--- config.mk ---
export PLATFORM = sky130hd
export DESIGN_NAME = bresenham_line_stream
export DESIGN_NICKNAME = d
export VERILOG_FILES = /design/src/rtl/line_pkg.sv /design/src/rtl/bresenham_line_stream.sv
export SDC_FILE = /design/constraint.sdc
export NUM_CORES = 1
export LEC_CHECK = 0
export BUFFER_PORTS_ARGS = -buffer_cell sky130_fd_sc_hd__buf_4
export CORE_MARGIN = 10
export CORE_UTILIZATION = 35
export CTS_BUF_LIST = sky130_fd_sc_hd__clkbuf_16
export DETAILED_ROUTE_END_ITERATION = 8
export GPL_TIMING_DRIVEN = 0
export PLACE_DENSITY = 0.56
export SYNTH_ARGS = -nofsm -noshare
export SYNTH_HDL_FRONTEND = slang
export SYNTH_SLANG_ARGS = --single-unit
--- constraint.sdc ---
create_clock -name clk_in -period 4.55 [get_ports clk_in]
set_input_delay 0.455 -clock clk_in [delete_from_list [all_inputs] [get_ports clk_in]]
set_output_delay 0.455 -clock clk_in [all_outputs]
set_load 0.03 [all_outputs]
--- src/rtl/line_pkg.sv ---
// Shared types and helpers for the Bresenham line rasteriser.
package line_pkg;

  // Command FSM states.
  typedef enum logic [1:0] {
    IDLE  = 2'd0,
    SETUP = 2'd1,
    DRAW  = 2'd2,
    DONE  = 2'd3
  } line_state_t;

  // Wide signed type used while deriving the deltas from the latched endpoints.
  typedef logic signed [31:0] line_err_t;

  // Width of the signed error/delta terms: wide enough to hold +|dx| and -|dy|.
  function automatic int line_err_w(input int xw, input int yw);
    return ((xw > yw) ? xw : yw) + 2;
  endfunction

endpackage

--- src/rtl/bresenham_line_stream.sv ---
// All-octant Bresenham line rasteriser: one command in, one pixel per cycle out.
module bresenham_line_stream
  import line_pkg::*;
#(
  parameter int X_WIDTH     = 11,
  parameter int Y_WIDTH     = 10,
  parameter int COLOR_WIDTH = 24
) (
  input  logic                   clk_in,
  input  logic                   rst_in,
  input  logic                   start_in,
  input  logic [X_WIDTH-1:0]     x1_in,
  input  logic [Y_WIDTH-1:0]     y1_in,
  input  logic [X_WIDTH-1:0]     x2_in,
  input  logic [Y_WIDTH-1:0]     y2_in,
  input  logic [COLOR_WIDTH-1:0] color_in,
  input  logic                   abort_in,
  output logic                   busy_out,
  output logic                   done_out,
  output logic                   pix_valid_out,
  input  logic                   pix_ready_in,
  output logic [X_WIDTH-1:0]     pix_x_out,
  output logic [Y_WIDTH-1:0]     pix_y_out,
  output logic [COLOR_WIDTH-1:0] pix_color_out,
  output logic                   pix_last_out
);

  localparam int W = line_err_w(X_WIDTH, Y_WIDTH);
  localparam logic [X_WIDTH-1:0] X_ONE = X_WIDTH'(1);
  localparam logic [X_WIDTH-1:0] X_M1  = {X_WIDTH{1'b1}};
  localparam logic [Y_WIDTH-1:0] Y_ONE = Y_WIDTH'(1);
  localparam logic [Y_WIDTH-1:0] Y_M1  = {Y_WIDTH{1'b1}};

  line_state_t             state_q, state_d;
  logic [X_WIDTH-1:0]      x1_q, x1_d, x2_q, x2_d, cur_x_q, cur_x_d;
  logic [Y_WIDTH-1:0]      y1_q, y1_d, y2_q, y2_d, cur_y_q, cur_y_d;
  logic [COLOR_WIDTH-1:0]  color_q, color_d;
  logic signed [W-1:0]     dx_q, dx_d, dy_q, dy_d, err_q, err_d;
  logic                    sx_neg_q, sx_neg_d, sy_neg_q, sy_neg_d;

  line_err_t               ddx_s, ddy_s, adx_s, ady_s;
  logic signed [W:0]       e2_s;
  logic                    step_x_s, step_y_s, at_end_s;

  assign at_end_s      = (state_q == DRAW) && (cur_x_q == x2_q) && (cur_y_q == y2_q);
  assign busy_out      = (state_q != IDLE);
  assign done_out      = (state_q == DONE);
  assign pix_valid_out = (state_q == DRAW);
  assign pix_x_out     = cur_x_q;
  assign pix_y_out     = cur_y_q;
  assign pix_color_out = color_q;
  assign pix_last_out  = at_end_s;

  // Next-state, setup arithmetic and per-pixel stepping.
  always_comb begin
    state_d  = state_q;
    x1_d     = x1_q;
    y1_d     = y1_q;
    x2_d     = x2_q;
    y2_d     = y2_q;
    cur_x_d  = cur_x_q;
    cur_y_d  = cur_y_q;
    color_d  = color_q;
    dx_d     = dx_q;
    dy_d     = dy_q;
    err_d    = err_q;
    sx_neg_d = sx_neg_q;
    sy_neg_d = sy_neg_q;

    ddx_s = line_err_t'(x2_q) - line_err_t'(x1_q);
    ddy_s = line_err_t'(y2_q) - line_err_t'(y1_q);
    adx_s = (ddx_s < 32'sd0) ? -ddx_s : ddx_s;
    ady_s = (ddy_s < 32'sd0) ? -ddy_s : ddy_s;

    // Both step decisions look at the error term before this cycle's update.
    e2_s     = $signed({err_q, 1'b0});
    step_x_s = (e2_s >= dy_q);
    step_y_s = (e2_s <= dx_q);

    case (state_q)
      IDLE: begin
        if (abort_in) begin
          state_d = IDLE;
        end else if (start_in) begin
          x1_d    = x1_in;
          y1_d    = y1_in;
          x2_d    = x2_in;
          y2_d    = y2_in;
          color_d = color_in;
          state_d = SETUP;
        end else begin
          state_d = IDLE;
        end
      end
      SETUP: begin
        if (abort_in) begin
          state_d = IDLE;
        end else begin
          dx_d     = W'(adx_s);
          dy_d     = -W'(ady_s);
          err_d    = W'(adx_s - ady_s);
          sx_neg_d = (ddx_s < 32'sd0);
          sy_neg_d = (ddy_s < 32'sd0);
          cur_x_d  = x1_q;
          cur_y_d  = y1_q;
          state_d  = DRAW;
        end
      end
      DRAW: begin
        if (abort_in) begin
          state_d = IDLE;
        end else if (pix_ready_in) begin
          if (at_end_s) begin
            state_d = DONE;
          end else begin
            err_d = err_q + (step_x_s ? dy_q : {W{1'b0}}) + (step_y_s ? dx_q : {W{1'b0}});
            if (step_x_s) begin
              cur_x_d = cur_x_q + (sx_neg_q ? X_M1 : X_ONE);
            end else begin
              cur_x_d = cur_x_q;
            end
            if (step_y_s) begin
              cur_y_d = cur_y_q + (sy_neg_q ? Y_M1 : Y_ONE);
            end else begin
              cur_y_d = cur_y_q;
            end
          end
        end else begin
          state_d = DRAW;
        end
      end
      DONE: begin
        state_d = IDLE;
      end
      default: begin
        state_d = IDLE;
      end
    endcase
  end

  // State and datapath registers, cleared asynchronously.
  always_ff @(posedge clk_in or negedge rst_in) begin
    if (!rst_in) begin
      state_q  <= IDLE;
      x1_q     <= {X_WIDTH{1'b0}};
      y1_q     <= {Y_WIDTH{1'b0}};
      x2_q     <= {X_WIDTH{1'b0}};
      y2_q     <= {Y_WIDTH{1'b0}};
      cur_x_q  <= {X_WIDTH{1'b0}};
      cur_y_q  <= {Y_WIDTH{1'b0}};
      color_q  <= {COLOR_WIDTH{1'b0}};
      dx_q     <= {W{1'b0}};
      dy_q     <= {W{1'b0}};
      err_q    <= {W{1'b0}};
      sx_neg_q <= 1'b0;
      sy_neg_q <= 1'b0;
    end else begin
      state_q  <= state_d;
      x1_q     <= x1_d;
      y1_q     <= y1_d;
      x2_q     <= x2_d;
      y2_q     <= y2_d;
      cur_x_q  <= cur_x_d;
      cur_y_q  <= cur_y_d;
      color_q  <= color_d;
      dx_q     <= dx_d;
      dy_q     <= dy_d;
      err_q    <= err_d;
      sx_neg_q <= sx_neg_d;
      sy_neg_q <= sy_neg_d;
    end
  end

endmodule
Word level (Yosys, flattened, before mapping)
Cells that the tools add are included.

$add $sub $neg: 10. Multiply operators: 0. Divide/modulo/power cells: 0. $lt $le $gt $ge: 4. Eq/ne operators: 12. Shifts and indexed selects: 0. Mux-type cells: 30. Bitwise logic cells: 1. Reductions and logical operators: 10.

Operators with widths (count): 13-bit two-way mux (8); 11-bit two-way mux (6); 10-bit two-way mux (6); 13-bit adder (2); 13-bit case mux with 2 select lines (1); 11-bit case mux with 2 select lines (1); 10-bit case mux with 2 select lines (1); 14-bit by 13-bit greater-or-equal comparator with 1-bit output (1); 14-bit by 13-bit less-or-equal comparator with 1-bit output (1); 11-bit negator with 13-bit output (1); 12-bit negator with 13-bit output (1); 13-bit negator (1); 13-bit subtractor (1); 12-bit by 1-bit less-than comparator with 1-bit output, second input constant (1); 6-bit AND reduction (2); 11-bit by 11-bit subtractor with 12-bit output (1); 11-bit adder (1); 11-bit == test (1); 11-bit by 1-bit less-than comparator with 1-bit output, second input constant (1); 10-bit by 10-bit subtractor with 11-bit output (1); 10-bit adder (1); 10-bit == test (1); 2-bit two-way mux (4); 2-bit case mux with 4 select lines (1); 13 further kinds (21).

Register bits after elaboration: 130. Bits in latches: 0. RAM bits: 0. Memory bits (read-only): 0. Output and inout port bits: 49. Logic and storage cells: 80. Memories kept: 0.

Logic depth before layout (Yosys ltp)
Word-level depth: 8. Depth in mapped cells: 24. Depth with buffers taken out: 23.

Least setup slack after synthesis
Ideal clock, no wire load.

Path kind: flip-flop to flip-flop. Start point: register err_q[11]. End point: register err_q[12]. Arrival time: 4.305 ns. Data required time: 4.429 ns. Slack: 0.123 ns. Cell stages (with the launch flop): 20. Clock period less this slack: 4.427 ns. Cells stage by stage: dfrtp_1 > ha_1 > and3_1 > nand4_1 > a31o_2 > a21oi_1 > clkbuf_1 > nor2_1 > fa_1 > ha_1 > a21o_1 > a21oi_1 > nor2b_1 > nor4_1 > or4b_2 > o21ai_0 > o221ai_1 > xnor2_1 > o21ai_0 > o22a_1.

Cells in the longest elaborated chain, start to end: 8.

RTL lines: from (decl) (line bresenham_line_stream.sv:38) `logic signed [W-1:0] dx_q, dx_d, dy_q, dy_d, err_q, err_d;`; from (signal assigned) (line bresenham_line_stream.sv:154) `err_q <= {W{1'b0}};`; from (signal assigned) (line bresenham_line_stream.sv:168) `err_q <= err_d;`; 14-bit by 13-bit greater-or-equal comparator with 1-bit output (line bresenham_line_stream.sv:77) `step_x_s = (e2_s >= dy_q);`; 13-bit two-way mux (line bresenham_line_stream.sv:116) `err_d = err_q + (step_x_s ? dy_q : {W{1'b0}}) + (step_y_s ? dx_q : {W{1'b0}});`; 13-bit adder (line bresenham_line_stream.sv:116); 13-bit adder * (line bresenham_line_stream.sv:116); 13-bit two-way mux * (line bresenham_line_stream.sv:113) `if (at_end_s) begin`; 13-bit two-way mux * (line bresenham_line_stream.sv:112) `end else if (pix_ready_in) begin`; 13-bit two-way mux * (line bresenham_line_stream.sv:110) `if (abort_in) begin`; 13-bit case mux with 2 select lines * (line bresenham_line_stream.sv:80) `case (state_q)`.

Mark *: on every way between the ends. The rest lies on a longest branch, timed or not. The select of a mux whose other input is x is not followed. A chain may end at the register's enable or synchronous reset.

Worst setup path after layout
Start point: register dx_q[11]. End point: register err_q[11].

Cells in the longest elaborated chain, start to end: 7.

RTL lines: from (decl) (line bresenham_line_stream.sv:38); from (signal assigned) (line bresenham_line_stream.sv:152) `dx_q <= {W{1'b0}};`; 14-bit by 13-bit less-or-equal comparator with 1-bit output (line bresenham_line_stream.sv:78) `step_y_s = (e2_s <= dx_q);`; 13-bit two-way mux * (line bresenham_line_stream.sv:116); 13-bit adder * (line bresenham_line_stream.sv:116); 13-bit two-way mux * (line bresenham_line_stream.sv:113); 13-bit two-way mux * (line bresenham_line_stream.sv:112); 13-bit two-way mux * (line bresenham_line_stream.sv:110); 13-bit case mux with 2 select lines * (line bresenham_line_stream.sv:80).

Marked as above.

==> impl_metrics.tcl <==
set metrics [dict create \
    wl_um 31300 \
    drcViolationCount 0 \
    initial_utilization_pct 35.8 \
    numCtsBuffers 17 \
    post-synth-top-area-cell "dfrtp_1" \
    synth-warning-count 0 \
    synth-seq-area-share_pct 33.4 \
    grt_pass1_vias 8486 \
    clock_power_share_pct 12.8 \
    n_fill_cell 2665 \
    gpl.final_weighted_congestion 0.868 \
    reg2reg_from "dx_q[11]$_DFFE_PN0P_" \
    clk_pin_slew_worst_paths_ns 0.07 \
    crit_path_frequent_cell "inv_1" \
    core-area_mm2 0.0272 \
    post-synth-top-area-fraction_pct 33.4 \
    final_antenna_net_count 0 \
    post_synth_most_frequent_cells "dfrtp_1 (130), nand2_1 (103), ha_1 (90)" \
    internal-power_uw 6310 \
    clock_tree.root_cell "clkbuf_16" \
    viasPerCell 5.18 \
    critical_path.reg2reg.endpoint "err_q[11]$_DFFE_PN0P_" \
    postLayoutCellArea_mm2 0.0125 \
    power.share.switching_pct 47.2 \
    hpwlAfterDp_um 23800 \
    post_synth_main_area_contributors "dfrtp_1 (33%), ha_1 (12%), mux2_2 (5.4%)" \
    gr-usage-all-layers_pct 17.2 \
    timing.critical_path.cells "inv_1 > ha_1 > and3_4 > nand4_1 > o32ai_2 > a21oi_4 > buf_6 > nand2b_1 > fa_1 > inv_1 > ha_2 > inv_1 > fa_2 > nor2b_2 > o21ai_1 > nand2b_1 > a21o_1 > a21o_1 > a31oi_4 > o21ai_2 > xnor2_1 > o21ai_1 > o22a_1" \
    dpl_worst_slack_ns -1.03 \
    grt_remaining_overflow 0 \
    cts_max_level 4 \
    worst_path_largest_cell_delay_ns 0.37 \
    worst_setup_path_end_kind "flip-flop" \
    synth.most_common_cell "dfrtp_1" \
    regToRegSetupSlack_ns 0.15 \
    worst_hold_path_type "in -> reg" \
    run_status "complete, no violations" \
    fin_crit_sh_pct 96.6 \
    die-area_mm2 0.0349 \
    p_leak_uw 0.00563 \
    violation_count_after_the_first_detailed_routing_iteration 498 \
    criticalPathCategory "reg -> reg" \
    max_freq_ghz 0.227 \
    clock_skew_ns 0.0146 \
    post_drt_wl_per_cell_um 19.1 \
    postSynthRegisterBits 130 \
    switchingPower_uw 5650 \
    power.density_mw_per_mm2 953 \
    clkLatencyLatePin_ns 0.43 \
    postSynthAreaPerCell_um2 9.03 \
    power.sequential.fraction_pct 16.4 \
    number_of_enable_flip_flop_cells_after_synthesis 0 \
    grt_pass1_wl_um 47700 \
    crit_path_top_delay_cell "fa_1" \
    syn-num-nets 1257 \
    critPathRequiredTime_ns 4.87 \
    first_pass_iters 5 \
    startpoint_type "flip-flop" \
    timing.hold.ws_ns 0.226 \
    irDropWorstVdd_mv 0.404 \
    row_count 60 \
    pwr-share-comb_pct 70.8 \
    numPortBuffers 119 \
    cts_tree "built" \
    number_of_antenna_violations_at_the_first_check_in_global_routing 0 \
    place_area_mm2 0.0111 \
    syn2layout_area_growth_pct 28.8 \
    finalMaxSlewViolations 0 \
    finalCriticalPeriod_ns 4.40 \
    grt_start_max_net_pins 86 \
    min_to "y1_q[9]$_DFFE_PN0P_" \
    final-hold-violation-count 0 \
    dpl.cell_count 1570 \
    fin_ws_ns 0.154 \
    final-instance-count-excl-fill 1635 \
    syn_inst 1078 \
    design.final.nets 1430 \
    die_w_um 187 \
    timing.hold.worst_path_depth 3 \
    syn-cell-area_mm2 0.00973 \
    chipHeight_um 187 \
    setup_violations 0 \
    max-slew-margin-rel_pct 26.6 \
    post_route_cells_drive_above_1_share_pct 26.0 \
    timing.reg2reg.worst_path_depth 23 \
    clock-sinks 130 \
    ctsLongestPathBuffers 2 \
    io_pins 120 \
    hold_path.startpoint "y1_in[9]" \
    synth-async-reset-ratio_pct 100 \
    diodes 0 \
    cap_viol_max_count 0 \
    worstPathArrival_ns 4.72 \
    fin_setup_tns_ns 0 \
    crit_path_max_fanout 4 \
    synth-main-ff-cell "dfrtp_1" \
    worst_margin_pin_slew_ns 1.09 \
    vias 8474 \
    synth.lib_cells_used.distinct 77 \
]
==> state kept, by name, summed over array words and instances (netlist names) <==
| name | cells |
|---|---|
| pix_x_out | 11 |
| sy_neg_q | 1 |
| x1_q | 11 |
| y2_q | 10 |
| x2_q | 11 |
| dy_q | 13 |
| pix_color_out | 24 |
| state_q | 2 |
| y1_q | 10 |
| err_q | 13 |
| pix_y_out | 10 |
| sx_neg_q | 1 |
| dx_q | 13 |
==> kinds of logic (layout without fill, tap and decap cells) <==
family          count (synthesis)  count (layout)  share of synthesized area (%)
buf+inv                       117             302                           4.63
fa+ha+maj                     108             108                           15.3
simple gates                  317             317                           15.5
xor+xnor                       93              93                           8.59
mux                            51              51                           5.86
other cells                     1               1                         0.0385
compound gates                261             261                           16.7
flops                         130             130                           33.4
==> how the worst max path moves through the flow <==
stage	startpoint	end	slack [ns]	depth (start not counted)
floorplan	err_q[11]$_DFFE_PN0P_	err_q[12]$_DFFE_PN0P_	0.12	19
global placement	err_q[11]$_DFFE_PN0P_	err_q[12]$_DFFE_PN0P_	-1.04	19
CTS	x2_q[3]$_DFFE_PN0P_	err_q[11]$_DFFE_PN0P_	0.008	20
finish	dx_q[11]$_DFFE_PN0P_	err_q[11]$_DFFE_PN0P_	0.15	23
global route	dx_q[11]$_DFFE_PN0P_	err_q[12]$_DFFE_PN0P_	-0.03	20
detailed placement	err_q[11]$_DFFE_PN0P_	err_q[12]$_DFFE_PN0P_	-1.03	19
==> layer usage <==
metal | vias to the layer above | wire, um | share of wire, % | global-route usage, %
met2 | 253 | 14500 | 46 | 27.9
li1 | 4096 | - | - | -
met4 | 0 | 634 | 2.0 | 4.93
met3 | 47 | 2340 | 7.5 | 5.72
met1 | 4078 | 13800 | 44 | 21.3
met5 | - | 0 | 0 | 0
==> cells in the final DEF, fill, tap and decap left out, types with 9 or more instances in the layout <==
cell type    n
buf_4      150
dfrtp_1    122
nand2_1    102
inv_1       80
nor2_1      78
o21ai_0     75
ha_1        74
a21oi_1     63
xnor2_1     49
mux2_2      47
xor2_1      34
clkbuf_1    27
nand2b_1    22
a21o_1      18
nand3_1     18
clkbuf_16   17
o21ai_1     16
nor3_1      15
fa_1        15
nor2b_1     14
and2_1      12
or3_1       11
ha_4        11
o21a_1       9
nor4_1       9
==> worst max-delay path, delay by kind of cell, from the launching register on <==
family,cells,cell delay [ns]
buffers and inverters,4,0.40
adder cells (fa/ha/maj),4,1.23
AND/OR/NAND/NOR,5,0.77
AO/OA/AOI/OAI,9,1.38
flip-flops,1,0.35
XOR/XNOR,1,0.15
==> repair_timing <==
action                                 4_1_cts  5_1_grt
gates cloned                                 0        0
buffers inserted                             9       24
setup endpoints to repair                    8        5
resized for setup                           36       76
endpoints found under the hold margin       45        0
pin swaps                                    8       46
hold buffers                                 1        0
==> through the flow <==
stage / utilization (%) / total power (uW)
2_1_floorplan: - / 7280
3_3_place_gp: 40.8 / 9030
3_5_place_dp: 40.9 / 9110
4_1_cts: 44.1 / 11000
5_1_grt: 46.1 / 12900
6_report: 46.1 / 12000
==> power groups by stage <==
stage	logic, uW	clock network (uW)	registers (uW)
2_1_floorplan	5200	0	2080
3_3_place_gp	7070	0	1960
3_5_place_dp	7150	0	1960
4_1_cts	7510	1540	1950
5_1_grt	9330	1590	2000
6_report	8470	1530	1960
==> layout make-up <==
class                           instances  area (um^2)  share of cell area, %
Tap cell                              372          465                   3.71
Multi-Input combinational cell        831         6520                   52.0
Clock inverter                         14          204                   1.63
Inverter                               83          312                   2.48
Timing Repair Buffer                  154         1190                   9.46
Buffer                                 34          165                   1.32
Sequential cell                       130         3260                   26.0
Clock buffer                           17          425                   3.39
No activity file was read; power rests on OpenSTA's default activity.
